## src/rtl/counter_pkg.sv

```systemverilog
// counter_pkg: shared definitions for the cascaded mod-N counter family.
//
// Contents:
//   DirUp / DirDn    - encoding of the per-digit direction input (1 = up, 0 = down)
//   digit_width_ok() - true when an M-bit digit can hold every value 0..N-1
package counter_pkg;

    localparam logic DirUp = 1'b1;
    localparam logic DirDn = 1'b0;

    // An M-bit digit holds values up to 2**M-1, so it covers mod-N when 2**M >= N.
    function automatic bit digit_width_ok(input int unsigned n, input int unsigned m);
        return (64'd1 << m) >= 64'(n);
    endfunction

endpackage

```

## src/rtl/counter_digit.sv

```systemverilog
// counter_digit: one mod-N up/down digit of a cascaded counter.
//
// Ports:
//   clk     in   rising-edge clock
//   reset   in   synchronous active-high reset, clears the digit to 0
//   load    in   load ld_val this edge (reset wins, cin ignored)
//   ld_val  in   [M-1:0] value to load; the caller guarantees ld_val < N
//   cin     in   count permission for this edge
//   up      in   direction, DirUp = count up, DirDn = count down
//   q       out  [M-1:0] current digit value
//   cout    out  digit sits at its wrap point for the current direction
//                (N-1 going up, 0 going down); not qualified by cin
module counter_digit
    import counter_pkg::*;
#(
    parameter int unsigned N = 10,
    parameter int unsigned M = 4
) (
    input  logic         clk,
    input  logic         reset,
    input  logic         load,
    input  logic [M-1:0] ld_val,
    input  logic         cin,
    input  logic         up,
    output logic [M-1:0] q,
    output logic         cout
);

    localparam logic [M-1:0] Max = M'(N - 1);

    logic [M-1:0] q_q;
    logic [M-1:0] q_d;

    always_comb begin
        q_d = q_q;
        if (load) begin
            q_d = ld_val;
        end else if (cin) begin
            unique case (up)
                DirUp:   q_d = (q_q == Max) ? '0 : q_q + 1'b1;
                DirDn:   q_d = (q_q == '0) ? Max : q_q - 1'b1;
                default: q_d = q_q;
            endcase
        end
    end

    always_ff @(posedge clk) begin
        if (reset) begin
            q_q <= '0;
        end else begin
            q_q <= q_d;
        end
    end

    assign q    = q_q;
    assign cout = (up == DirUp) ? (q_q == Max) : (q_q == '0);

endmodule

```

## src/rtl/counter_cascade_n.sv

```systemverilog
// counter_cascade_n: D cascaded mod-N up/down digits forming a mod-N**D counter
// with synchronous parallel load, direction control and terminal-count flags.
//
// Ports:
//   clk       in   rising-edge clock
//   reset     in   synchronous active-high reset (clears digits and load_err)
//   enable    in   count enable for the whole chain
//   up        in   1 = count up, 0 = count down
//   load      in   synchronous parallel load (priority over counting)
//   din       in   [D*M-1:0] load value, digit i at din[i*M +: M]
//   qout      out  [D*M-1:0] counter value, digit i at qout[i*M +: M]
//   digit_tc  out  [D-1:0] carry/borrow out of each digit (combinational)
//   tc        out  chain terminal count, = digit_tc[D-1] (combinational)
//   load_err  out  registered: the last load had a digit >= N (clamped to N-1)
//
// Optional feature, enabled by defining COUNTER_CASCADE_MATCH_EN:
//   match_val in   [D*M-1:0] compare value
//   match     out  registered: high in the cycle where qout == match_val
module counter_cascade_n
    import counter_pkg::*;
#(
    parameter int unsigned N = 10,
    parameter int unsigned M = 4,
    parameter int unsigned D = 4
) (
    input  logic           clk,
    input  logic           reset,
    input  logic           enable,
    input  logic           up,
    input  logic           load,
    input  logic [D*M-1:0] din,
    output logic [D*M-1:0] qout,
    output logic [D-1:0]   digit_tc,
    output logic           tc,
    output logic           load_err
`ifdef COUNTER_CASCADE_MATCH_EN
    ,
    input  logic [D*M-1:0] match_val,
    output logic           match
`endif
);

    localparam logic [M-1:0] Max = M'(N - 1);

    if (N < 2 || D < 1 || !digit_width_ok(N, M)) begin : g_bad_params
        $error("counter_cascade_n: need N >= 2, D >= 1 and 2**M >= N");
    end

    // carry[i] is the count permission into digit i; carry[i+1] is digit i's
    // carry/borrow out. Folding load and reset into carry[0] suppresses every
    // terminal-count flag in those cycles without extra gating.
    logic [D:0]          carry;
    logic [D-1:0][M-1:0] digit_q;
    logic [D-1:0][M-1:0] digit_ld;
    logic [D-1:0]        clamp;
    logic [D-1:0]        wrap;

    assign carry[0] = enable & ~load & ~reset;

    for (genvar i = 0; i < D; i++) begin : g_digit
        logic [M-1:0] din_digit;

        assign din_digit   = din[i*M +: M];
        assign clamp[i]    = din_digit > Max;
        assign digit_ld[i] = clamp[i] ? Max : din_digit;

        counter_digit #(
            .N (N),
            .M (M)
        ) u_digit (
            .clk    (clk),
            .reset  (reset),
            .load   (load),
            .ld_val (digit_ld[i]),
            .cin    (carry[i]),
            .up     (up),
            .q      (digit_q[i]),
            .cout   (wrap[i])
        );

        assign carry[i+1] = carry[i] & wrap[i];
    end

    assign qout     = digit_q;
    assign digit_tc = carry[D:1];
    assign tc       = carry[D];

    // load_err only changes on reset or load; plain counting leaves it alone.
    logic load_err_q;

    always_ff @(posedge clk) begin
        if (reset) begin
            load_err_q <= 1'b0;
        end else if (load) begin
            load_err_q <= |clamp;
        end
    end

    assign load_err = load_err_q;

`ifdef COUNTER_CASCADE_MATCH_EN
    // Compare against the value qout takes after this edge so that the
    // registered match lines up with qout in the same cycle.
    logic [D-1:0][M-1:0] digit_nxt;
    logic                match_q;

    for (genvar i = 0; i < D; i++) begin : g_nxt
        logic [M-1:0] nxt;

        always_comb begin
            nxt = digit_q[i];
            if (load) begin
                nxt = digit_ld[i];
            end else if (carry[i]) begin
                if (up == DirUp) begin
                    nxt = (digit_q[i] == Max) ? '0 : digit_q[i] + 1'b1;
                end else begin
                    nxt = (digit_q[i] == '0) ? Max : digit_q[i] - 1'b1;
                end
            end
        end

        assign digit_nxt[i] = nxt;
    end

    always_ff @(posedge clk) begin
        if (reset) begin
            match_q <= 1'b0;
        end else begin
            match_q <= (digit_nxt == match_val);
        end
    end

    assign match = match_q;
`endif

endmodule
```

## config.mk

```make
export PLATFORM = sky130hd
export DESIGN_NAME = counter_cascade_n
export DESIGN_NICKNAME = d
export VERILOG_FILES = /design/src/rtl/counter_pkg.sv /design/src/rtl/counter_digit.sv /design/src/rtl/counter_cascade_n.sv
export SDC_FILE = /design/constraint.sdc
export NUM_CORES = 1
export LEC_CHECK = 0
export ABC_AREA = 1
export CORE_ASPECT_RATIO = 0.75
export CORE_MARGIN = 8
export CORE_UTILIZATION = 52
export CTS_CLUSTER_DIAMETER = 60
export DETAILED_ROUTE_END_ITERATION = 6
export PLACE_DENSITY = 0.82
export SYNTH_ARGS = -nofsm -noshare
export SYNTH_HDL_FRONTEND = slang
export SYNTH_HIERARCHICAL = 1
export SYNTH_SLANG_ARGS = --single-unit
```

## constraint.sdc

```tcl
create_clock -name clk -period 3.5 [get_ports clk]
set_clock_uncertainty 0.2 [all_clocks]
set_input_delay 0.875 -clock clk [delete_from_list [all_inputs] [get_ports clk]]
set_output_delay 0.875 -clock clk [all_outputs]
set_load 0.005 [all_outputs]
```

==> results of run 1 <==
final cells by class:
| type | count | area (um2) | share of cell area, % |
|---|---|---|---|
| repair buffers | 54 | 513 | 24.0 |
| inverters | 42 | 158 | 7.37 |
| well taps | 38 | 47.5 | 2.22 |
| multi-input cells | 210 | 1040 | 48.4 |
| flip-flops and latches | 17 | 340 | 15.9 |
| clock buffers | 4 | 45.0 | 2.11 |
layout by cell type (no fill, tap or decap), types with 3 or more instances in the layout:
cell	netlist	layout
nand4_1	4	4
inv_1	38	36
nor2_2	9	10
dfxtp_1	17	17
a21oi_2	4	6
nand2_1	105	105
a31o_2	4	4
o21ai_1	8	8
a21oi_1	12	10
clkdlybuf4s50_1	0	38
a22oi_1	12	12
nand3_2	4	4
nand3_1	9	9
nor2_1	24	23
buf_4	4	12
dlymetal6s2s_1	0	3
o211ai_1	4	4
inv_2	4	6
and2_1	3	3
clkbuf_8	0	3
o21ai_0	3	3
registers in the layout, indices dropped and copies added, names as in the netlist:
name               cells
load_err               1
g_digit.u_digit/q     16
report_power, final:
part	internal [mW]	switching [mW]	leakage [nW]
logic	0.0913	0.0955	0.873
registers	0.205	0.0220	0.140
clock network	0.0810	0.0695	0.0228
path summary, 6_finish.rpt:
check / to / slack, ps / depth (start not counted)
worst max-delay path: digit_tc[3] / 80 / 6
worst min-delay path: load_err / 330 / 2
worst max register to register: g_digit[3].u_digit/q[0] / 1340 / 12
worst min register to register: load_err / 330 / 2
per-stage QoR:
step	cells	worst slack (ps)	setup TNS (ps)	hold WS (ps)
after floorplan	277	851	0	304
after global placement	360	-168	-713	291
after detailed placement	360	-204	-862	315
after CTS	365	9.41	0	328
after global routing	365	11.1	0	355
final	365	83.1	0	329
logic make-up (layout without fill, tap and decap cells):
| family | count (synthesis) | after routing | synth area share [%] |
|---|---|---|---|
| AND/OR/NAND/NOR | 161 | 161 | 44.9 |
| buffers and inverters | 50 | 100 | 12.9 |
| AO/OA/AOI/OAI | 49 | 49 | 20.5 |
| flip-flops | 17 | 17 | 21.7 |
timing repair:
item                       CTS  global route
setup endpoints to repair    5             4
pin swaps                    1             2
setup buffers                1             0
resized for setup            2             9
critical path: stages:
cell and delay [ps]:
clkdlybuf4s50_1 470, inv_1 60, nor3_4 150, nand4_2 130, nor2_2 150, clkdlybuf4s50_1 510
per-layer routing:
metal	vias up	share of wire (%)
li1	986	-
met1	818	48
met2	57	43
met5	-	0
met4	0	1.2
met3	7	7.7
==> run_results.csv, run 1 <==
group,metric,value,unit
run_status,status,"completed",
timing,fin_crit,3420,ps
logic_synthesis,syn_inst,277,
cells_and_area,final_util,73.4,%
routing,drt-pass1-iter-count,4,
cells_and_area,insertedDiodeCount,0,
logic_synthesis,synthTopCellsByArea,"nand2_1, dfxtp_1, inv_1",
timing,max-slew-margin-rel,70.6,%
timing,fmax,293,MHz
grt,grtUsageMet2,25.6,%
timing,setup_viol,0,
clock_tree,clkSlewWorstSetupHoldPaths,70,ps
logic_synthesis,ys.flop_type,"dfxtp_1",
power,p_leak,1.04,nW
placed_design,placed_cell_area,2070,um2
clock_tree,cts_buffer_depth,2,
logic_synthesis,synth-seq-cells,17,
critical_path,r2r-start,"g_digit[1].u_digit/q[0]",
placed_design,gp_congestion,0.960,
die,io_pins,43,
routing,detail_route.wl_per_cell,12.3,um
logic_synthesis,synthArstFlopShare,0,%
timing,worst_pin_slew,437,ps
logic_synthesis,synth-edff-count,0,
routing,ant_nets,0,
logic_synthesis,yosysMostFrequentCell,"nand2_1",
grt,grt_start_max_net_pins,27,
grt,overflow,0,
power,p_per_area,264,nW/um2
critical_path,cp_max_fo,3,
die,core,2910,um2
timing,finalCritPeriodShare,97.6,%
logic_synthesis,synth_commonest_cells,"nand2_1, inv_1, nor2_1",
timing,hold_violations,0,
power,power,0.564,mW
cells_and_area,final.fill_count,250,
critical_path,required,2420,ps
logic_synthesis,ys_types,24,
logic_synthesis,yosys_warnings,6,
critical_path,path_class,"input port to output pin",
routing,drc,0,
critical_path,cp.arrival,2340,ps
critical_path,cp-startpoint,"enable",
critical_path,startpoint_type,"input port",
power,vdd_drop_max,215,uV
grt,grt_antenna_before_repair,0,
die,chipHeight,63.6,um
clock_tree,clock_sinks,17,
logic_synthesis,synth_top_area_cell,"nand2_1",
grt,grt_use_met3,5.52,%
logic_synthesis,syn_avg_cell_area,5.66,um2
grt,grt_pass1_vias,1646,
clock_tree,cts_buffers,3,
routing,via_count,1868,
clock_tree,cts-root-buf,"clkbuf_8",
logic_synthesis,syn_area,1570,um2
cells_and_area,final_area,2140,um2
timing,drv_slew,0,
clock_tree,h-tree-depth,1,
die,dieArea,5050,um2
routing,drt_iter0_drc,122,
logic_synthesis,synth_top_area_share,25.1,%
cells_and_area,syn_to_final_growth,36.4,%
clock_tree,clock_latency,260,ps
grt,grt_pass1_wl,7.60,mm
timing,rsz0062_at_grt,"no",
routing,wl,4.50,mm
logic_synthesis,syn-num-nets,298,
worst_hold_path,min_from,"load_err",
cells_and_area,drive_above_1_share,15.3,%
clock_tree,holdBufCountCts,0,
worst_hold_path,hp-class,"flop to flop",
clock_tree,cts_tree,"built",
grt,use_met1,25.8,%
critical_path,end_kind,"output pin",
die,start_util,53.8,%
placed_design,hpwl,3.41,mm
logic_synthesis,ys_seq_area_share,21.7,%
grt,track_usage,18.2,%
run,max_cap_violations,0,
routing,vias_per_cell,5.12,
placed_design,portBuffers,42,
cells_and_area,final_nets,349,
grt,top_usage_layer,"met1",
die,die_width,79.4,um
die,rows,17,
Power figures use the tool's default switching activity.
==> run 2, diff against run 1 <==
--- a/config.mk
+++ b/config.mk
@@ -11,7 +11,7 @@
 export CORE_UTILIZATION = 52
 export CTS_CLUSTER_DIAMETER = 60
 export DETAILED_ROUTE_END_ITERATION = 6
-export PLACE_DENSITY = 0.82
+export PLACE_DENSITY_LB_ADDON = 0.08
 export SYNTH_ARGS = -nofsm -noshare
 export SYNTH_HDL_FRONTEND = slang
 export SYNTH_HIERARCHICAL = 1
==> run_results.csv, run 2 (synthesis results as in run 1) <==
group,metric,value,unit
die,start_util,53.8,%
timing,finalCritPeriodShare,99.1,%
routing,wl,4.51,mm
routing,drt-pass1-iter-count,4,
cells_and_area,final_cell_mix,"nand2_1, clkdlybuf4s50_1, inv_1",
routing,vias_per_cell,5.16,
worst_hold_path,hp-class,"flop to flop",
grt,track_usage,17.4,%
routing,drt_iter0_drc,130,
clock_tree,cts_buffer_depth,2,
timing,setup_viol,0,
clock_tree,clkSlewWorstSetupHoldPaths,70,ps
timing,fmax,288,MHz
die,rows,17,
run,max_cap_violations,0,
routing,ant_nets,0,
clock_tree,h-tree-depth,1,
grt,overflow,0,
timing,drv_slew,0,
placed_design,portBuffers,42,
clock_tree,cts_buffers,3,
cells_and_area,drive_above_1_share,14.8,%
die,io_pins,43,
clock_tree,clock_latency,250,ps
power,power,0.564,mW
cells_and_area,insertedDiodeCount,0,
grt,grt_pass1_wl,7.41,mm
die,chipHeight,63.6,um
run_status,status,"completed",
clock_tree,clock_sinks,17,
grt,grt_start_max_net_pins,27,
clock_tree,holdBufCountCts,0,
timing,hold_ws,320,ps
cells_and_area,syn_to_final_growth,37.9,%
die,dieArea,5050,um2
cells_and_area,final_nets,353,
clock_tree,cts-root-buf,"clkbuf_8",
clock_tree,cts_tree,"built",
die,die_width,79.4,um
timing,worst_pin_slew,498,ps
critical_path,required,2420,ps
timing,hold_violations,0,
cells_and_area,largest_reg_flops,16,
timing,rsz0062_at_grt,"yes",
routing,detail_route.wl_per_cell,12.2,um
timing,max-slew-margin-rel,66.4,%
critical_path,startpoint_type,"input port",
critical_path,end_kind,"output pin",
routing,drc,0,
grt,grt_pass1_vias,1684,
grt,grt_antenna_before_repair,0,
critical_path,cp_max_fo,3,
power,p_per_area,260,nW/um2
routing,via_count,1904,
critical_path,path_class,"input port to output pin",
power,p_leak,1.06,nW
timing,fin_crit,3470,ps
placed_design,gp_congestion,0.924,
critical_path,cp.arrival,2390,ps
placed_design,hpwl,3.45,mm
power,vdd_drop_max,257,uV
cells_and_area,layout_commonest_cell,"nand2_1",
die,core,2910,um2
## run 2: cell types whose count changed in the layout (fill, tap and decap cells not counted), sizes merged
cell	change
buf	+4
clkbuf	-1
dlymetal6s2s	-1
dlygate4sd2	+1
clkdlybuf4s50	+1
## run 2: where the power goes
part / switching, mW / internal, mW / leakage (nW) / total [mW]
registers: 0.0219 / 0.205 / 0.140 / 0.227
clock network: 0.0710 / 0.0809 / 0.0228 / 0.152
logic: 0.0930 / 0.0921 / 0.897 / 0.185
total: 0.186 / 0.378 / 1.06 / 0.564
## run 2: per-stage QoR
step	instances	cell area (um2)	setup slack, ps	TNS (ps)	utilization, %
global placement	362	2090	-165	-675	71.7
CTS	366	2130	4.65	0	73.2
global route	369	2160	-25.0	-34.1	74.2
detailed placement	362	2090	-201	-828	71.7
floorplan	277	1570	851	0	-
finish	369	2160	33.1	0	74.2
## run 2: layer usage
metal | global-route usage, % | routed length (um) | up-vias
met5 | 0 | 0 | -
met4 | 2.30 | 15 | 0
met3 | 5.52 | 359 | 2
met2 | 27.6 | 2080 | 82
met1 | 22.7 | 2050 | 819
li1 | - | - | 1001
## run 2: layout make-up
class,instances,area [um2]
multi-input combinational,210,1030
fill,255,751
timing repair buffer,58,544
sequential,17,340
inverter,42,158
tap,38,47.5
clock buffer,4,45.0
## run 2: critical path: stages
cell and delay, ps:
clkdlybuf4s50_1 480, inv_1 70, nor3_4 210, nand2_1 110
nor2_2 130, clkdlybuf4s50_1 520
## run 2: final timing paths
kind	startpoint	end	slack, ps	cells past startpoint
hold / removal	load_err	load_err	320	2
setup reg to reg	g_digit[1].u_digit/q[0]	g_digit[3].u_digit/q[0]	1280	11
setup / recovery	enable	digit_tc[1]	30	6
hold reg to reg	load_err	load_err	320	2
## run 2: what timing repair did
item | in CTS | in global routing
resized for setup | 1 | 3
endpoints found under the setup margin | 5 | 4
cloned | 0 | 0
setup buffers | 0 | 3
pin swaps | 0 | 1
==> RTL edit 1 (settings of run 2) <==
Add an input register stage for `enable` and `din`, cleared by the reset; this delays them by one clock. The other inputs are not delayed to match.
--- a/src/rtl/counter_cascade_n.sv
+++ b/src/rtl/counter_cascade_n.sv
@@ -43,4 +43,17 @@
     localparam logic [M-1:0] Max = M'(N - 1);
 
+    logic enable_q;
+    logic [D*M-1:0] din_q;
+
+    always_ff @(posedge clk) begin
+        if (reset) begin
+            enable_q <= '0;
+            din_q    <= '0;
+        end else begin
+            enable_q <= enable;
+            din_q    <= din;
+        end
+    end
+
     if (N < 2 || D < 1 || !digit_width_ok(N, M)) begin : g_bad_params
         $error("counter_cascade_n: need N >= 2, D >= 1 and 2**M >= N");
@@ -56,10 +69,10 @@
     logic [D-1:0]        wrap;
 
-    assign carry[0] = enable & ~load & ~reset;
+    assign carry[0] = enable_q & ~load & ~reset;
 
     for (genvar i = 0; i < D; i++) begin : g_digit
         logic [M-1:0] din_digit;
 
-        assign din_digit   = din[i*M +: M];
+        assign din_digit   = din_q[i*M +: M];
         assign clamp[i]    = din_digit > Max;
         assign digit_ld[i] = clamp[i] ? Max : din_digit;
Function: changed (a bounded check fails within 4 cycles, from zero or initial values and one cycle with reset high).
==> RTL edit 1 against run 2 <==
Synthesized cell count grew 19%. Routed wire length is 11% higher. First-iteration DRC count is 8.5% lower. Final area increased by 23%. Sequential cell count grew 17. Setup slack improved by 210 ps. Power is 55% higher. Synthesized area is 31% higher.
==> RTL edit 1: results (changes against run 2) <==
* Status: completed (unchanged)
* Worst-Skew Late Latency at 280 ps (was 250 ps)
* CP arrival at 2180 ps (was 2390 ps)
* R2r setup slk at 1340 ps (was 1280 ps)
* Placed Area at 2560 um^2 (was 2090 um^2)
* TritonCTS Buffers at 5 (was 3)
* Met1 usage at 21.0% (was 22.7%)
* Dpl hpwl at 3830 um (was 3450 um)
* Placed Cells at 426 (was 362)
* First-pass GRT wire length at 8510 um (was 7410 um)
* HP Class: reg -> reg (unchanged)
* Synthesis warning total at 6 (unchanged)
* Primary FF master, synth: dfxtp_1 (unchanged)
* Vias in the first global route at 1927 (was 1684)
* H-Tree Depth at 2 (was 1)
* First-pass iteration count of the detailed router at 4 (unchanged)
* Layout cells sized above 1 at 13.4% (was 14.8%)
* RD Place Congestion at 0.827 (was 0.924)
* Root Driver: clkbuf_8 (unchanged)
* Post-CTS setup buffers at 0 (unchanged)
* Leak Pwr at 1.28 nW (was 1.06 nW)
* Synth cell types at 25 (was 24)
* Grt met2 use at 26.1% (was 27.6%)
* Worst-Margin Slew at 529 ps (was 498 ps)
* Area contributors post-synth: dfxtp_1, nand2_1, inv_1, nor2_1, a22oi_1 (was nand2_1, dfxtp_1, inv_1, a22oi_1, nor2_1)
* Pin count of the biggest net entering global routing at 35 (was 27)
* Hold path depth at 2 (unchanged)
* Syn nets at 351 (was 298)
* List of most frequent post-synthesis cells: nand2_1, inv_1, nor2_1 (unchanged)
* Vias per inst at 4.87 (was 5.16)
* Met3 usage at 5.37% (was 5.52%)
* Number of DRC markers in iteration 0 at 119 (was 130)
* Hold Crit Endpoint: load_err$_SDFFE_PP0P_ (unchanged)
* Sequential area share after synthesis at 33.2% (was 21.7%)
* Critical R2R Capture: g_digit[3].u_digit/q[0]$_SDFFE_PP0P_ (unchanged)
* Max Buffers Root-to-Sink at 2 (unchanged)
* Worst R2R Path Depth at 12 (was 11)
* Ant diodes at 0 (unchanged)
* Antenna violations before repair at 0 (unchanged)
* Total vias in the final route at 2104 (was 1904)
* Maximum vdd drop at 0.276 mV (was 0.257 mV)
* Filler cells at 316 (was 255)
* Post-Route WL at 5020 um (was 4510 um)
* Hold_sp: load_err$_SDFFE_PP0P_ (unchanged)
* GRT Total Usage at 16.7% (was 17.4%)
* Synth Area per Inst at 6.21 um^2 (was 5.66 um^2)
* Worst-path clk slew at around 60 ps
* Port Buf Inserts at 42 (unchanged)
* Crit-path max FO at 7 (was 3)
* FF-to-FF Start: g_digit[1].u_digit/q[0]$_SDFFE_PP0P_ (unchanged)
* Number of nets in the layout at 402 (was 353)
* FFs w/ async S/R, synth at 0% (unchanged)
-- RTL edit 1: changes by cell type in the layout (fill, tap and decap cells not counted), moves of 3 or more --
cell / run 2 / this run
buf_4: 16 / 12
nor2_1: 23 / 40
clkbuf_8: 3 / 6
inv_1: 38 / 54
dfxtp_1: 17 / 34
-- RTL edit 1: cell type report --
class	count	area (um^2)	share of cell area [%]
clock buffer	6	82.6	3.11
timing repair buffer	54	510	19.2
tap	52	65.1	2.45
sequential	34	681	25.6
inverter	59	221	8.34
multi-input combinational	227	1090	41.2
-- RTL edit 1: worst max-delay path, cell delays in order --
cell and delay [ps]:
clkbuf_2 150, inv_1 130, nor2_2 50, a21oi_1 180, nand4_2 160, nor2_2 120, clkdlybuf4s50_1 510
-- RTL edit 1: how the worst max path moves through the flow --
stage	cells after the start	start	endpoint	slack [ps]
after floorplan	6	up	digit_tc[3]	850
after global placement	6	up	digit_tc[1]	-200
after detailed placement	6	up	digit_tc[1]	-240
after CTS	5	load	tc	3
after global routing	7	up	tc	160
final	7	up	tc	250
-- RTL edit 1: timing repair --
action                                 CTS  global route
pin swaps                                0             2
endpoints found under the hold margin    0             0
gates resized for setup                  2             7
setup endpoints to repair                5             4
-- RTL edit 1: metrics by stage --
| step | total power, mW | hold WS (ps) | setup WS, ps |
|---|---|---|---|
| 2_1_floorplan | 0.527 | 304 | 851 |
| 3_3_place_gp | 0.600 | 291 | -197 |
| 3_5_place_dp | 0.602 | 316 | -242 |
| 4_1_cts | 0.882 | 329 | 3.21 |
| 5_1_grt | 0.921 | 374 | 161 |
| 6_report | 0.875 | 325 | 248 |
-- RTL edit 1: power by group --
group / switching [mW] / leakage [nW] / internal [mW]
Sequential: 0.0220 / 0.281 / 0.406
Clock: 0.129 / 0.0431 / 0.151
Combinational: 0.0846 / 0.960 / 0.0822
Total: 0.235 / 1.28 / 0.640
-- RTL edit 1: per-layer routing --
metal	up-vias	part of all wire (%)
li1	1130	-
met1	911	47
met2	56	45
met3	7	7.5
met4	0	1.0
met5	-	0
-- RTL edit 1: cells by family (layout without fill, tap and decap cells) --
kind of cell           count (synthesis)  after routing  synth area share (%)
buffers and inverters                 69            119                  13.8
AO/OA/AOI/OAI                         49             49                  15.5
AND/OR/NAND/NOR                      178            178                  37.5
flip-flops                            34             34                  33.2
==> RTL edit 2 (settings of run 2) <==
Without the edit above. `M` is set to 4 in 2 places; all go to 5.
--- a/src/rtl/counter_digit.sv
+++ b/src/rtl/counter_digit.sv
@@ -15,5 +15,5 @@
 #(
     parameter int unsigned N = 10,
-    parameter int unsigned M = 4
+    parameter int unsigned M = 5
 ) (
     input  logic         clk,
--- a/src/rtl/counter_cascade_n.sv
+++ b/src/rtl/counter_cascade_n.sv
@@ -21,5 +21,5 @@
 #(
     parameter int unsigned N = 10,
-    parameter int unsigned M = 4,
+    parameter int unsigned M = 5,
     parameter int unsigned D = 4
 ) (
Ports: changed (resized din and qout); port bits go from 43 to 51. No check against the original RTL was run, so the function may have changed too.
==> RTL edit 2 against run 2 <==
Sequential cell count grew 4. Clock power is 11% higher. Worst hold slack about the same. Via count is 24% higher. Setup slack improved by 140 ps. Routed wire length up 25%. Final area grew 35%. Utilization decreased by 2.3 points. Synthesized area is 40% higher. Power rose by 29%. Cell count up 27%. Sequential share of layout area down 1.3 points.
==> RTL edit 2: results (changes against run 2) <==
* Status: completed (unchanged)
* Post-place setup slack at -203 ps (was -201 ps)
* Filler cells at 377 (was 255)
* Sequential area share after synthesis at 19.1% (was 21.7%)
* FF-to-FF Start: g_digit[0].u_digit/q[0]$_SDFFE_PP0P_ (was g_digit[1].u_digit/q[0]$_SDFFE_PP0P_)
* R2r setup slk at 1250 ps (was 1280 ps)
* Worst-Skew Late Latency at 270 ps (was 250 ps)
* List of most frequent post-synthesis cells: nand2_1, inv_1, nand3_1 (was nand2_1, inv_1, nor2_1)
* Number of DRC markers in iteration 0 at 80 (was 130)
* Vias in the first global route at 2187 (was 1684)
* Placed Cells at 463 (was 362)
* Register Area at 420 um^2 (was 340 um^2)
* Synth cell types at 29 (was 24)
* Finished Layout Cells at 468 (was 369)
* Pin count of the biggest net entering global routing at 23 (was 27)
* Worst Setup SP: load (was enable)
* Hold slack at 320 ps (about the same)
* Critical R2R Capture: g_digit[2].u_digit/q[4]$_SDFFE_PP0P_ (was g_digit[3].u_digit/q[0]$_SDFFE_PP0P_)
* Placed Area at 2870 um^2 (was 2090 um^2)
* GRT Total Usage at 17.3% (was 17.4%)
* Leak Pwr at 1.40 nW (was 1.06 nW)
* First-pass GRT wire length at 9630 um (was 7410 um)
* Synth Area per Inst at 6.41 um^2 (was 5.66 um^2)
* Total vias in the final route at 2355 (was 1904)
* Final worst-path cycle share at 95.2% (was 99.1%)
* Xor and xnor area share after synthesis at 4.78% (was 0%)
* Layout cells sized above 1 at 19.6% (was 14.8%)
* Worst setup path endpoint: tc (was digit_tc[1])
* Area growth from synthesis to layout at 32.8% (was 37.9%)
* Post-CTS sizing at 7 (was 1)
* Post-CTS setup buffers at 1 (was 0)
* Sw frac at 35.0% (was 33.0%)
* Max reg flops at 20 (was 16)
* Maximum vdd drop at 0.144 mV (was 0.257 mV)
* Area contributors post-synth: dfxtp_1, nand2_1, inv_1, nand3_1, ha_1 (was nand2_1, dfxtp_1, inv_1, a22oi_1, nor2_1)
* Number of nets in the layout at 451 (was 353)
* CP arrival at 2260 ps (was 2390 ps)
RTL edit 2: worst max-delay path, stage by stage:
cell and delay (ps):
clkdlybuf4s50_1 430, nor3b_2 180, buf_4 140, nand2_2 80, nor2_2 140, and3_1 170
dlygate4sd2_1 240
RTL edit 2: routing by layer:
layer	vias to the layer above	GRT usage (%)	part of all wire, %
met5	-	0	0
met4	0	5.61	1.3
met3	7	3.81	5.8
met2	57	28.0	43
met1	1047	22.2	49
li1	1244	-	-
RTL edit 2: power groups by stage:
stage                     Sequential, mW  Combinational (mW)  Clock, mW
final                              0.285               0.273      0.168
after global placement             0.290               0.268          0
after CTS                          0.285               0.274      0.173
after global routing               0.289               0.304      0.184
after floorplan                    0.284               0.162          0
after detailed placement           0.291               0.272          0
RTL edit 2: final cells by class:
class / instances / share of cell area, %
Multi-Input combinational cell: 260 / 51.5
Tap cell: 55 / 2.36
Inverter: 57 / 7.33
Timing Repair Buffer: 71 / 22.8
Sequential cell: 21 / 14.4
Clock buffer: 4 / 1.54
